## config.mk

```make
export PLATFORM = sky130hd
export DESIGN_NAME = led_sequence_ctrl_flat
export DESIGN_NICKNAME = d
export VERILOG_FILES = /design/src/rtl/led_sequence_ctrl_pkg.sv /design/src/rtl/led_sequence_ctrl_if.sv /design/src/rtl/led_sequence_ctrl_tick_prescaler.sv /design/src/rtl/led_sequence_ctrl.sv /design/src/flat_wrapper.sv
export SDC_FILE = /design/constraint.sdc
export NUM_CORES = 1
export LEC_CHECK = 0
export CAP_MARGIN = 30
export CORE_ASPECT_RATIO = 1.75
export CORE_MARGIN = 1.5
export CORE_UTILIZATION = 50
export DETAILED_ROUTE_END_ITERATION = 7
export PLACE_DENSITY = 0.77
export SYNTH_ARGS = -nofsm -noshare
export SYNTH_HDL_FRONTEND = slang
export SYNTH_SLANG_ARGS = --single-unit
```

## constraint.sdc

```tcl
create_clock -name clk -period 7.9 [get_ports clk]
set_input_delay 1.185 -clock clk [delete_from_list [all_inputs] [get_ports clk]]
set_output_delay 1.185 -clock clk [all_outputs]
set_load 0.01 [all_outputs]
```

## src/rtl/led_sequence_ctrl_pkg.sv

```systemverilog
// Shared types and constants for the LED sequencer.
//   state_e  : sequencer states (IDLE / RUN / PAUSED)
//   LED_N    : width of the LED bank
//   entry_w  : width of one packed table entry {pattern, duration}
package led_sequence_ctrl_pkg;

  localparam int unsigned LED_N = 5;

  typedef enum logic [1:0] {
    ST_IDLE   = 2'd0,
    ST_RUN    = 2'd1,
    ST_PAUSED = 2'd2
  } state_e;

  // Packed table entry width for a given duration field width.
  function automatic int unsigned entry_w(input int unsigned dur_w);
    return LED_N + dur_w;
  endfunction

endpackage

```

## src/rtl/led_sequence_ctrl_if.sv

```systemverilog
// Control/config/status bundle between board control logic and the sequencer.
//   master : control side (drives start/stop/pause/loop and table writes)
//   slave  : sequencer side (drives led/busy/done/step/cfg_err)
interface led_sequence_ctrl_if #(
  parameter int unsigned NUM_STEPS = 8,
  parameter int unsigned DUR_W     = 16
);
  import led_sequence_ctrl_pkg::*;

  localparam int unsigned AW = $clog2(NUM_STEPS);

  logic             start;
  logic             stop;
  logic             pause;
  logic             loop;
  logic             cfg_we;
  logic [AW-1:0]    cfg_addr;
  logic [LED_N-1:0] cfg_pattern;
  logic [DUR_W-1:0] cfg_dur;
  logic [LED_N-1:0] led;
  logic             busy;
  logic             done;
  logic [AW-1:0]    step;
  logic             cfg_err;

  modport master (
    output start, stop, pause, loop, cfg_we, cfg_addr, cfg_pattern, cfg_dur,
    input  led, busy, done, step, cfg_err
  );

  modport slave (
    input  start, stop, pause, loop, cfg_we, cfg_addr, cfg_pattern, cfg_dur,
    output led, busy, done, step, cfg_err
  );

endinterface

```

## src/rtl/led_sequence_ctrl_tick_prescaler.sv

```systemverilog
// Generic tick prescaler: counts 0..TICK_DIV-1 while en is high and flags
// the terminal count on tick. clr has priority over en.
//   clk, rst_n : clock, async active-low reset
//   en         : count enable (also gates tick)
//   clr        : synchronous clear to 0
//   tick       : high in the cycle the count equals TICK_DIV-1 while enabled
module tick_prescaler #(
  parameter int unsigned TICK_DIV = 12_000
) (
  input  logic clk,
  input  logic rst_n,
  input  logic en,
  input  logic clr,
  output logic tick
);

  localparam int unsigned CW = $clog2(TICK_DIV);

  logic [CW-1:0] cnt_q;
  logic          last_c;

  assign last_c = (cnt_q == CW'(TICK_DIV - 1));
  assign tick   = en && last_c;

  // Free-running divider, frozen while en is low.
  always_ff @(posedge clk or negedge rst_n) begin
    if (!rst_n) begin
      cnt_q <= '0;
    end else if (clr) begin
      cnt_q <= '0;
    end else if (en) begin
      cnt_q <= last_c ? '0 : cnt_q + CW'(1);
    end
  end

endmodule

```

## src/rtl/led_sequence_ctrl.sv

```systemverilog
// Programmable LED sequencer: plays a table of (pattern, duration) entries,
// durations counted in prescaled ticks, with start/stop/pause/loop control.
//   clk, rst_n : clock, async active-low reset (also clears the table)
//   bus        : slave side of led_sequence_ctrl_if
//                in : start, stop, pause, loop, cfg_we, cfg_addr, cfg_pattern, cfg_dur
//                out: led, busy, done, step, cfg_err (all registered)
module led_sequence_ctrl
  import led_sequence_ctrl_pkg::*;
#(
  parameter int unsigned TICK_DIV  = 12_000,
  parameter int unsigned NUM_STEPS = 8,
  parameter int unsigned DUR_W     = 16
) (
  input  logic                clk,
  input  logic                rst_n,
  led_sequence_ctrl_if.slave  bus
);

  localparam int unsigned AW      = $clog2(NUM_STEPS);
  localparam int unsigned ENTRY_W = entry_w(DUR_W);

  logic [ENTRY_W-1:0] tbl_q [NUM_STEPS];

  state_e             state_q, state_d;
  logic [LED_N-1:0]   led_q, led_d;
  logic [AW-1:0]      step_q, step_d;
  logic               busy_q, busy_d;
  logic               done_q, done_d;
  logic               cfg_err_q, cfg_err_d;
  logic [DUR_W-1:0]   dur_cnt_q, dur_cnt_d;

  logic               tick;
  logic               presc_clr_c;
  logic               tbl_we_c;
  logic               start_c;
  logic               active_c;
  logic               step_end_c;
  logic               adv_c;
  logic [AW-1:0]      nxt_idx_c;
  logic [LED_N-1:0]   pat0_c, nxt_pat_c;
  logic [DUR_W-1:0]   dur0_c, cur_dur_c, nxt_dur_c;

  // Table is writable only while idle; STOP beats START.
  assign tbl_we_c = bus.cfg_we && (state_q == ST_IDLE);
  assign start_c  = bus.start && !bus.stop && (state_q == ST_IDLE);

  // Entry 0 seen through a same-cycle write, so START+CFG_WE plays the new entry.
  always_comb begin
    pat0_c = tbl_q[0][ENTRY_W-1 -: LED_N];
    dur0_c = tbl_q[0][DUR_W-1:0];
    if (tbl_we_c && (bus.cfg_addr == '0)) begin
      pat0_c = bus.cfg_pattern;
      dur0_c = bus.cfg_dur;
    end
  end

  assign cur_dur_c = tbl_q[step_q][DUR_W-1:0];
  assign nxt_idx_c = step_q + AW'(1);
  assign nxt_pat_c = tbl_q[nxt_idx_c][ENTRY_W-1 -: LED_N];
  assign nxt_dur_c = tbl_q[nxt_idx_c][DUR_W-1:0];

  // Counting is live whenever busy and not frozen, so a PAUSED cycle with
  // pause released already counts; the frozen span equals the pause length.
  assign active_c   = (state_q != ST_IDLE) && !bus.pause && !bus.stop;
  assign step_end_c = active_c && tick && (dur_cnt_q == cur_dur_c - DUR_W'(1));
  // Next index exists (no wrap past the last slot) and is not an end marker.
  assign adv_c      = (step_q != AW'(NUM_STEPS - 1)) && (nxt_dur_c != '0);

  tick_prescaler #(
    .TICK_DIV (TICK_DIV)
  ) u_presc (
    .clk   (clk),
    .rst_n (rst_n),
    .en    (active_c),
    .clr   (presc_clr_c),
    .tick  (tick)
  );

  // State register.
  always_ff @(posedge clk or negedge rst_n) begin
    if (!rst_n) begin
      state_q <= ST_IDLE;
    end else begin
      state_q <= state_d;
    end
  end

  // Next-state logic.
  always_comb begin
    state_d = state_q;
    unique case (state_q)
      ST_IDLE: begin
        if (start_c && (dur0_c != '0)) begin
          state_d = ST_RUN;
        end
      end
      ST_RUN, ST_PAUSED: begin
        if (bus.stop) begin
          state_d = ST_IDLE;
        end else if (step_end_c) begin
          state_d = (adv_c || bus.loop) ? ST_RUN : ST_IDLE;
        end else if (bus.pause) begin
          state_d = ST_PAUSED;
        end else begin
          state_d = ST_RUN;
        end
      end
      default: state_d = ST_IDLE;
    endcase
  end

  // Output / datapath next values.
  always_comb begin
    led_d       = led_q;
    step_d      = step_q;
    done_d      = 1'b0;
    busy_d      = (state_d != ST_IDLE);
    cfg_err_d   = bus.cfg_we && (state_q != ST_IDLE);
    dur_cnt_d   = dur_cnt_q;
    presc_clr_c = 1'b0;
    unique case (state_q)
      ST_IDLE: begin
        if (start_c) begin
          if (dur0_c != '0) begin
            led_d       = pat0_c;
            step_d      = '0;
            dur_cnt_d   = '0;
            presc_clr_c = 1'b1;
          end else begin
            done_d = 1'b1;
          end
        end
      end
      ST_RUN, ST_PAUSED: begin
        if (bus.stop) begin
          led_d       = '0;
          step_d      = '0;
          dur_cnt_d   = '0;
          presc_clr_c = 1'b1;
        end else if (step_end_c) begin
          dur_cnt_d   = '0;
          presc_clr_c = 1'b1;
          if (adv_c) begin
            step_d = nxt_idx_c;
            led_d  = nxt_pat_c;
          end else if (bus.loop) begin
            step_d = '0;
            led_d  = tbl_q[0][ENTRY_W-1 -: LED_N];
          end else begin
            step_d = '0;
            led_d  = '0;
            done_d = 1'b1;
          end
        end else if (active_c && tick) begin
          dur_cnt_d = dur_cnt_q + DUR_W'(1);
        end
      end
      default: begin
        led_d  = '0;
        step_d = '0;
      end
    endcase
  end

  // Output and counter registers.
  always_ff @(posedge clk or negedge rst_n) begin
    if (!rst_n) begin
      led_q     <= '0;
      step_q    <= '0;
      busy_q    <= 1'b0;
      done_q    <= 1'b0;
      cfg_err_q <= 1'b0;
      dur_cnt_q <= '0;
    end else begin
      led_q     <= led_d;
      step_q    <= step_d;
      busy_q    <= busy_d;
      done_q    <= done_d;
      cfg_err_q <= cfg_err_d;
      dur_cnt_q <= dur_cnt_d;
    end
  end

  // Sequence table (register array, async read).
  always_ff @(posedge clk or negedge rst_n) begin
    if (!rst_n) begin
      for (int i = 0; i < int'(NUM_STEPS); i++) begin
        tbl_q[i] <= '0;
      end
    end else if (tbl_we_c) begin
      tbl_q[bus.cfg_addr] <= {bus.cfg_pattern, bus.cfg_dur};
    end
  end

  assign bus.led     = led_q;
  assign bus.step    = step_q;
  assign bus.busy    = busy_q;
  assign bus.done    = done_q;
  assign bus.cfg_err = cfg_err_q;

endmodule
```

## src/flat_wrapper.sv

```systemverilog
// flat-port wrapper written by rule: the top's interface ports become plain ports
module led_sequence_ctrl_flat import led_sequence_ctrl_pkg::*;
#(
  parameter int unsigned TICK_DIV  = 12_000,
  parameter int unsigned NUM_STEPS = 8,
  parameter int unsigned DUR_W     = 16
)
  (clk, rst_n, bus_start, bus_stop, bus_pause, bus_loop, bus_cfg_we, bus_cfg_addr, bus_cfg_pattern, bus_cfg_dur, bus_led, bus_busy, bus_done, bus_step, bus_cfg_err);
  led_sequence_ctrl_if #(.NUM_STEPS(NUM_STEPS), .DUR_W(DUR_W)) bus_i ();
  input  logic clk;
  input  logic rst_n;
  input wire logic [$bits(bus_i.start)-1:0] bus_start;
  input wire logic [$bits(bus_i.stop)-1:0] bus_stop;
  input wire logic [$bits(bus_i.pause)-1:0] bus_pause;
  input wire logic [$bits(bus_i.loop)-1:0] bus_loop;
  input wire logic [$bits(bus_i.cfg_we)-1:0] bus_cfg_we;
  input wire logic [$bits(bus_i.cfg_addr)-1:0] bus_cfg_addr;
  input wire logic [$bits(bus_i.cfg_pattern)-1:0] bus_cfg_pattern;
  input wire logic [$bits(bus_i.cfg_dur)-1:0] bus_cfg_dur;
  output wire logic [$bits(bus_i.led)-1:0] bus_led;
  output wire logic [$bits(bus_i.busy)-1:0] bus_busy;
  output wire logic [$bits(bus_i.done)-1:0] bus_done;
  output wire logic [$bits(bus_i.step)-1:0] bus_step;
  output wire logic [$bits(bus_i.cfg_err)-1:0] bus_cfg_err;
  assign bus_i.start = bus_start;
  assign bus_i.stop = bus_stop;
  assign bus_i.pause = bus_pause;
  assign bus_i.loop = bus_loop;
  assign bus_i.cfg_we = bus_cfg_we;
  assign bus_i.cfg_addr = bus_cfg_addr;
  assign bus_i.cfg_pattern = bus_cfg_pattern;
  assign bus_i.cfg_dur = bus_cfg_dur;
  assign bus_led = bus_i.led;
  assign bus_busy = bus_i.busy;
  assign bus_done = bus_i.done;
  assign bus_step = bus_i.step;
  assign bus_cfg_err = bus_i.cfg_err;
  led_sequence_ctrl #(.TICK_DIV(TICK_DIV), .NUM_STEPS(NUM_STEPS), .DUR_W(DUR_W)) u_core (.clk(clk), .rst_n(rst_n), .bus(bus_i));
endmodule
```

==> results of run 1 <==
==> placed cells by master (no fill, tap or decap), types with 11 or more instances in the layout <==
| master | count |
|---|---|
| nor4_1 | 32 |
| clkdlybuf4s50_1 | 40 |
| nand4_1 | 17 |
| nor2_1 | 39 |
| mux4_2 | 36 |
| mux2i_1 | 21 |
| nor3_1 | 15 |
| a21oi_1 | 24 |
| and3_1 | 23 |
| buf_4 | 11 |
| nand3_1 | 32 |
| or4_1 | 13 |
| xor2_1 | 15 |
| mux2_2 | 170 |
| dfrtp_1 | 208 |
| nand2_1 | 39 |
| clkbuf_16 | 21 |
==> through the flow <==
stage          setup WS (ps)  total power, mW  cell area, um^2  hold slack, ps
6_report                3047            4.423            12760           507.0
5_1_grt                 2771            4.628            12760           522.4
4_1_cts                 3058            4.409            12670           506.8
3_5_place_dp            2835            3.325            11930           491.9
3_3_place_gp            3099            3.256            11930           482.2
2_1_floorplan           4312            2.831            11280           474.0
==> area by class of cell <==
class / instances / share of cell area [%]
clock buffer: 29 / 4.903
tap: 296 / 2.903
timing repair buffer: 56 / 4.599
clock inverter: 7 / 0.9120
multi-input combinational: 654 / 45.00
inverter: 9 / 0.2648
sequential: 211 / 41.41
==> registers in the layout (all words and copies together), names as in the netlist <==
register              cells
u_core.bus.busy           1
u_core.bus.cfg_err        1
u_core.tbl_q            168
u_core.u_presc.cnt_q     14
u_core.state_q            2
u_core.dur_cnt_q         16
u_core.bus.led            5
u_core.bus.done           1
u_core.bus.step           3
==> routing by layer <==
metal	share of wire, %	up-vias
li1	-	3589
met1	36	4247
met2	54	332
met3	4.7	102
met4	5.6	0
met5	0	-
==> how the worst min path moves through the flow <==
stage                                  from                end  cells past startpoint
after floorplan           u_core.tbl_q[125]  u_core.tbl_q[125]                      1
after global routing      u_core.tbl_q[122]  u_core.tbl_q[122]                      1
final                      u_core.tbl_q[81]   u_core.tbl_q[81]                      1
after CTS                 u_core.tbl_q[121]  u_core.tbl_q[121]                      1
after global placement    u_core.tbl_q[124]  u_core.tbl_q[124]                      1
after detailed placement  u_core.tbl_q[121]  u_core.tbl_q[121]                      1
==> report_power, final <==
group	switching (mW)	internal [mW]	leakage, nW
combinational	0.695	0.720	2.18
sequential	0.400	1.54	2.61
clock	0.422	0.649	0.365
total	1.52	2.91	5.15
==> kinds of logic (layout without fill, tap and decap cells) <==
group	Yosys count	after routing
AND/OR/NAND/NOR	269	269
multiplexers	234	234
flip-flops	211	211
AO/OA/AOI/OAI	121	121
buffers and inverters	55	101
XOR/XNOR	23	23
adder cells (fa/ha/maj)	7	7
==> run metrics, run 1 <==
Synth area leader dfrtp_1; CP Capture Point u_core.state_q[0]; Slew @ Worst Pin approximately 1100 ps; cell count along the critical path 11; CP top delay family simple AND/OR/NAND/NOR gates; Worst-path clk slew about 70 ps; Congestion Overflow GR 0; Setup violations, final 0; drt drc 0; clk buf depth 3; Wirelength per Cell around 24 um; vias in the first global route 8624; RSZ-0062 raised after global routing no; share of layout cells above drive strength 1 30.43%; final hold vios 0; Max FO, Critical Path 32; number of synthesized flops with an enable pin 0; Rows 72; Post-DRT Antenna Nets 0; Compound-Gate Fraction of Synth Area 7.656%; Critical path buffers and inverters 1; post-CTS setup buffer count 0; maxcap violations 0; R2R depth 11; fin util 57.57%; yosys warns 0; Seq/Total Area, Yosys 46.83%; element type at the critical path start flip-flop; FFs w/ async S/R, synth 100.0%; placed insts 1222; Chip Height 201.7 um; slowest library cell on the worst path or4_1; FF-to-FF Start u_core.bus.step[0]; static leakage 5.155 nW; slowest stage delay, CP 910 ps; HP Class reg -> reg; Reg2Reg Setup Slack a little over 3000 ps; synthesized flop and latch total 211; WP data arrival 5210 ps; Area Growth Syn to Fin 13.15%; GRT met1 Usage between 30 and 40%; # diodes 0; Mapped Cells 920; Post-Synth Simple-Gate Area a little over an eighth; GR Util met3 slightly below 3%; busiest grt layer met2; total global-route track usage 26.27%; Starting Density 50.88%; largest net degree at the start of global routing between 70 and 80; Vias 8270; post-DP HPWL 21070 um; post-route minimum period 4853 ps; Primary FF master, synth dfrtp_1; initial antenna violation count 0; largest family of logic cells by synthesized area multiplexers; IO buf count between 40 and 50; PostCTS Resize Cnt 0; Crit. Startpoint u_core.bus.step[0]; relative slew slack 29.52%; Syn Nets 958; Multi-input gate area ~0.0057 mm^2; Crit path required time 8260 ps; PD cells 346.7 mW/mm^2; most common cell in the synthesized netlist dfrtp_1; Avg Cell Area, Syn 12.26 um^2; htree depth 1; Setup TNS 0 ps; CTS tree yes; Clock Sinks 211; Post-Layout Cell Count around 1300; Final Max Slew Viols 0; Initial DRC Count 630; fin nets 990; detailed-route vias per instance roughly 6.6; CTS Buf Count 20; mux contribution to synthesized area 27.15%; clk_lat worst skew 500 ps; Reg-to-Reg End u_core.state_q[0]; Final period util 61.43%; CP cell instances buf_4, mux4_2, mux2i_4, ha_1, and3_1, nand3_1, nor4b_1, o211ai_1, or4_1, nor2_8, a311oi_1; cts hold-fix bufs 0; Worst Skew 11.10 ps; Placeable Area 0.02216 mm^2; Mapped Area 0.01128 mm^2; drt first pass iters 5; DIE AREA between 0.02 and 0.025 mm^2; root buffer cell clkbuf_16; post-synth top area share 46.83%; first-pass GRT wire length ~47000 um; Synth Area in Adders 0.7767%; Cell variety after synth 70; Critical Path Sink Type flip-flop; xor/xnor cell area share of the yosys netlist between 1.5 and 2%; outcome finished clean; GRT met2 Usage 46.66%; top post-synthesis cells by count dfrtp_1, mux2_2, nor2_1; flip-flop and latch area about 0.0053 mm^2; I/O pins 42; Fmax achieved slightly above 0.2 GHz; die width 116.5 um; VDD IR max between 0.1 and 0.15 mV; GPL Wtd Cong 0.9353; fill count 1812; critical path type reg -> reg; Area contributors post-synth dfrtp_1, mux2_2, mux4_2; Final Routed Wirelength about 30000 um
Power figures use the tool's default switching activity.
==> inputs of run 2 (changes only) <==
==> constraint.sdc (replaced) <==
create_clock -name clk -period 4.75 [get_ports clk]
set_input_delay 0.7125 -clock clk [delete_from_list [all_inputs] [get_ports clk]]
set_output_delay 0.7125 -clock clk [all_outputs]
set_load 0.01 [all_outputs]
==> run metrics, run 2 (synthesis results as in run 1) <==
die width 116.5 um (unchanged); Clock Sinks 211 (unchanged); drt drc 0 (unchanged); CP cell instances mux4_2, mux2i_1, nand3_2, or4_1, a211o_1, or4_1, buf_4, nor2_2, o22ai_1; most frequent cells in the layout dfrtp_1, mux2_2, clkdlybuf4s50_1; Largest regs u_core.tbl_q x168, u_core.dur_cnt_q x16, u_core.u_presc.cnt_q x14; largest net degree at the start of global routing 109 (+43%); Final Max Slew Viols 0 (unchanged); VDD IR max 0.2750 mV (+94%); outcome finished clean; htree depth 1 (unchanged); fin util 57.61% (about the same); Chip Height 201.7 um (unchanged); Setup violations, final 0 (unchanged); Vias 8218 (-0.63%); # diodes 0 (unchanged); fin nets 1001 (+1.1%); DIE AREA 0.02350 mm^2 (unchanged); commonest non-fill, non-tap cell in the layout dfrtp_1; Final period util 91.09% (+30 points); detailed-route vias per instance 6.445 (-1.6%); share of layout cells above drive strength 1 30.85% (+0.41 points); element type at the critical path start flip-flop; FF-to-FF Start u_core.bus.step[1]; drt first pass iters 5 (unchanged); Starting Density 50.88% (unchanged); CTS Buf Count 22 (+10%); static leakage 5.171 nW (+0.32%); cell mode on critical path or4_1; Reg-to-Reg End u_core.bus.led[0]; Crit. Startpoint u_core.bus.step[1]; cts hold-fix bufs 0 (unchanged); first-pass GRT wire length 48130 um (+1.9%); initial antenna violation count 0 (unchanged); post-DP HPWL 21430 um (+1.7%); Placeable Area 0.02216 mm^2 (unchanged); PostCTS Resize Cnt 0 (unchanged); relative slew slack 38.17% (+8.7 points); critical path type reg -> reg; Post-DRT Antenna Nets 0 (unchanged); WP data arrival 4720 ps (-490 ps); clk_lat worst skew 520 ps (+20 ps); CP Capture Point u_core.bus.led[0]; I/O pins 42 (unchanged); root buffer cell clkbuf_16; Crit path required time 5140 ps (-3120 ps); Final Routed Wirelength 30300 um (+0.56%); Biggest register u_core.tbl_q; Reg2Reg Setup Slack 420 ps (-2620 ps); vias in the first global route 8578 (-0.53%); final setup margin 423.1 ps (-2624 ps); final hold vios 0 (unchanged); clk buf depth 3 (unchanged); PD cells 576.3 mW/mm^2 (+66%); total global-route track usage 27.02% (+0.76 points); Max FO, Critical Path 23 (-28%); Largest register FFs 168 (unchanged); Worst-path clk slew 70 ps (about the same); slowest stage delay, CP 800 ps (-110 ps); Slew @ Worst Pin 925.2 ps (-132.1 ps); IO buf count 41 (unchanged); CTS tree yes; maxcap violations 0 (unchanged); Initial DRC Count 666 (+5.7%); Area Growth Syn to Fin 13.23% (about the same); RSZ-0062 raised after global routing no; Fmax achieved 0.2311 GHz (+12%); Wirelength per Cell 23.76 um (-0.46%); post-route minimum period 4327 ps (-526.0 ps); Worst Skew 16.60 ps (+5.502 ps); Congestion Overflow GR 0 (unchanged); fill count 1832 (+1.1%); Rows 72 (unchanged); Setup TNS 0 ps (unchanged); GPL Wtd Cong 0.9052 (-3.2%); Critical Path Sink Type flip-flop; Place WS 437.6 ps (-2398 ps); post-CTS setup buffer count 0 (unchanged); slowest library cell on the worst path dfrtp_2; R2R depth 9 (-2); HP Class in -> async
-- run 2: final cells by class --
type                       instances  area (um^2)  share of cell area (%)
inverter                           9        33.78                  0.2646
tap                              296        370.4                   2.901
timing repair buffer              65        606.8                   4.753
clock inverter                     8        86.33                  0.6762
sequential                       211         5284                   41.39
clock buffer                      32        639.4                   5.008
multi-input combinational        654         5747                   45.01
-- run 2: worst min-delay path by stage --
| stage | from | to | slack (ps) | depth (start not counted) |
|---|---|---|---|---|
| final | rst_n | u_core.tbl_q[105] | 290 | 1 |
| after global routing | rst_n | u_core.tbl_q[85] | 380 | 1 |
| after CTS | rst_n | u_core.dur_cnt_q[4] | 330 | 1 |
| after detailed placement | u_core.tbl_q[17] | u_core.tbl_q[17] | 490 | 1 |
| after global placement | u_core.tbl_q[123] | u_core.tbl_q[123] | 480 | 1 |
| after floorplan | rst_n | u_core.bus.busy | 420 | 0 |
-- run 2: per-layer routing --
layer	wire (um)	vias to the layer above	global-route usage, %	part of all wire [%]
met5	0	-	0	0
li1	-	3608	-	-
met3	1310	118	3.072	4.3
met1	11230	4192	31.86	37
met2	15450	300	45.59	51
met4	2315	0	18.03	7.6
-- run 2: critical path, delay by kind of cell, from the launching register on --
family	cells	cell delay, ps
flops	1	800
simple gates	4	1640
buf+inv	1	260
mux	2	1090
compound gates	2	380
-- run 2: through the flow --
step | cell area [um^2] | std cells | power [mW] | hold slack, ps
2_1_floorplan | 11280 | 920 | 4.709 | 416.9
3_3_place_gp | 12040 | 1235 | 5.477 | 481.9
4_1_cts | 12770 | 1275 | 7.346 | 327.6
3_5_place_dp | 12040 | 1235 | 5.586 | 492.2
6_report | 12770 | 1275 | 7.357 | 289.2
5_1_grt | 12770 | 1275 | 7.705 | 378.8
-- run 2: where the power goes --
part / switching [mW] / internal, mW / leakage, nW / total [mW]
combinational: 1.14 / 1.21 / 2.21 / 2.36
clock: 0.742 / 1.00 / 0.354 / 1.74
sequential: 0.703 / 2.56 / 2.61 / 3.26
total: 2.59 / 4.77 / 5.17 / 7.36
==> inputs of run 3 (changes only) <==
--- a/config.mk
+++ b/config.mk
@@ -10,6 +10,7 @@
 export CORE_MARGIN = 1.5
 export CORE_UTILIZATION = 50
 export DETAILED_ROUTE_END_ITERATION = 7
+export HOLD_SLACK_MARGIN = 0.08
 export PLACE_DENSITY = 0.77
 export SYNTH_ARGS = -nofsm -noshare
 export SYNTH_HDL_FRONTEND = slang
==> results of run 3 <==
No change in the layout: final DEF, timing and power equal those of run 2.
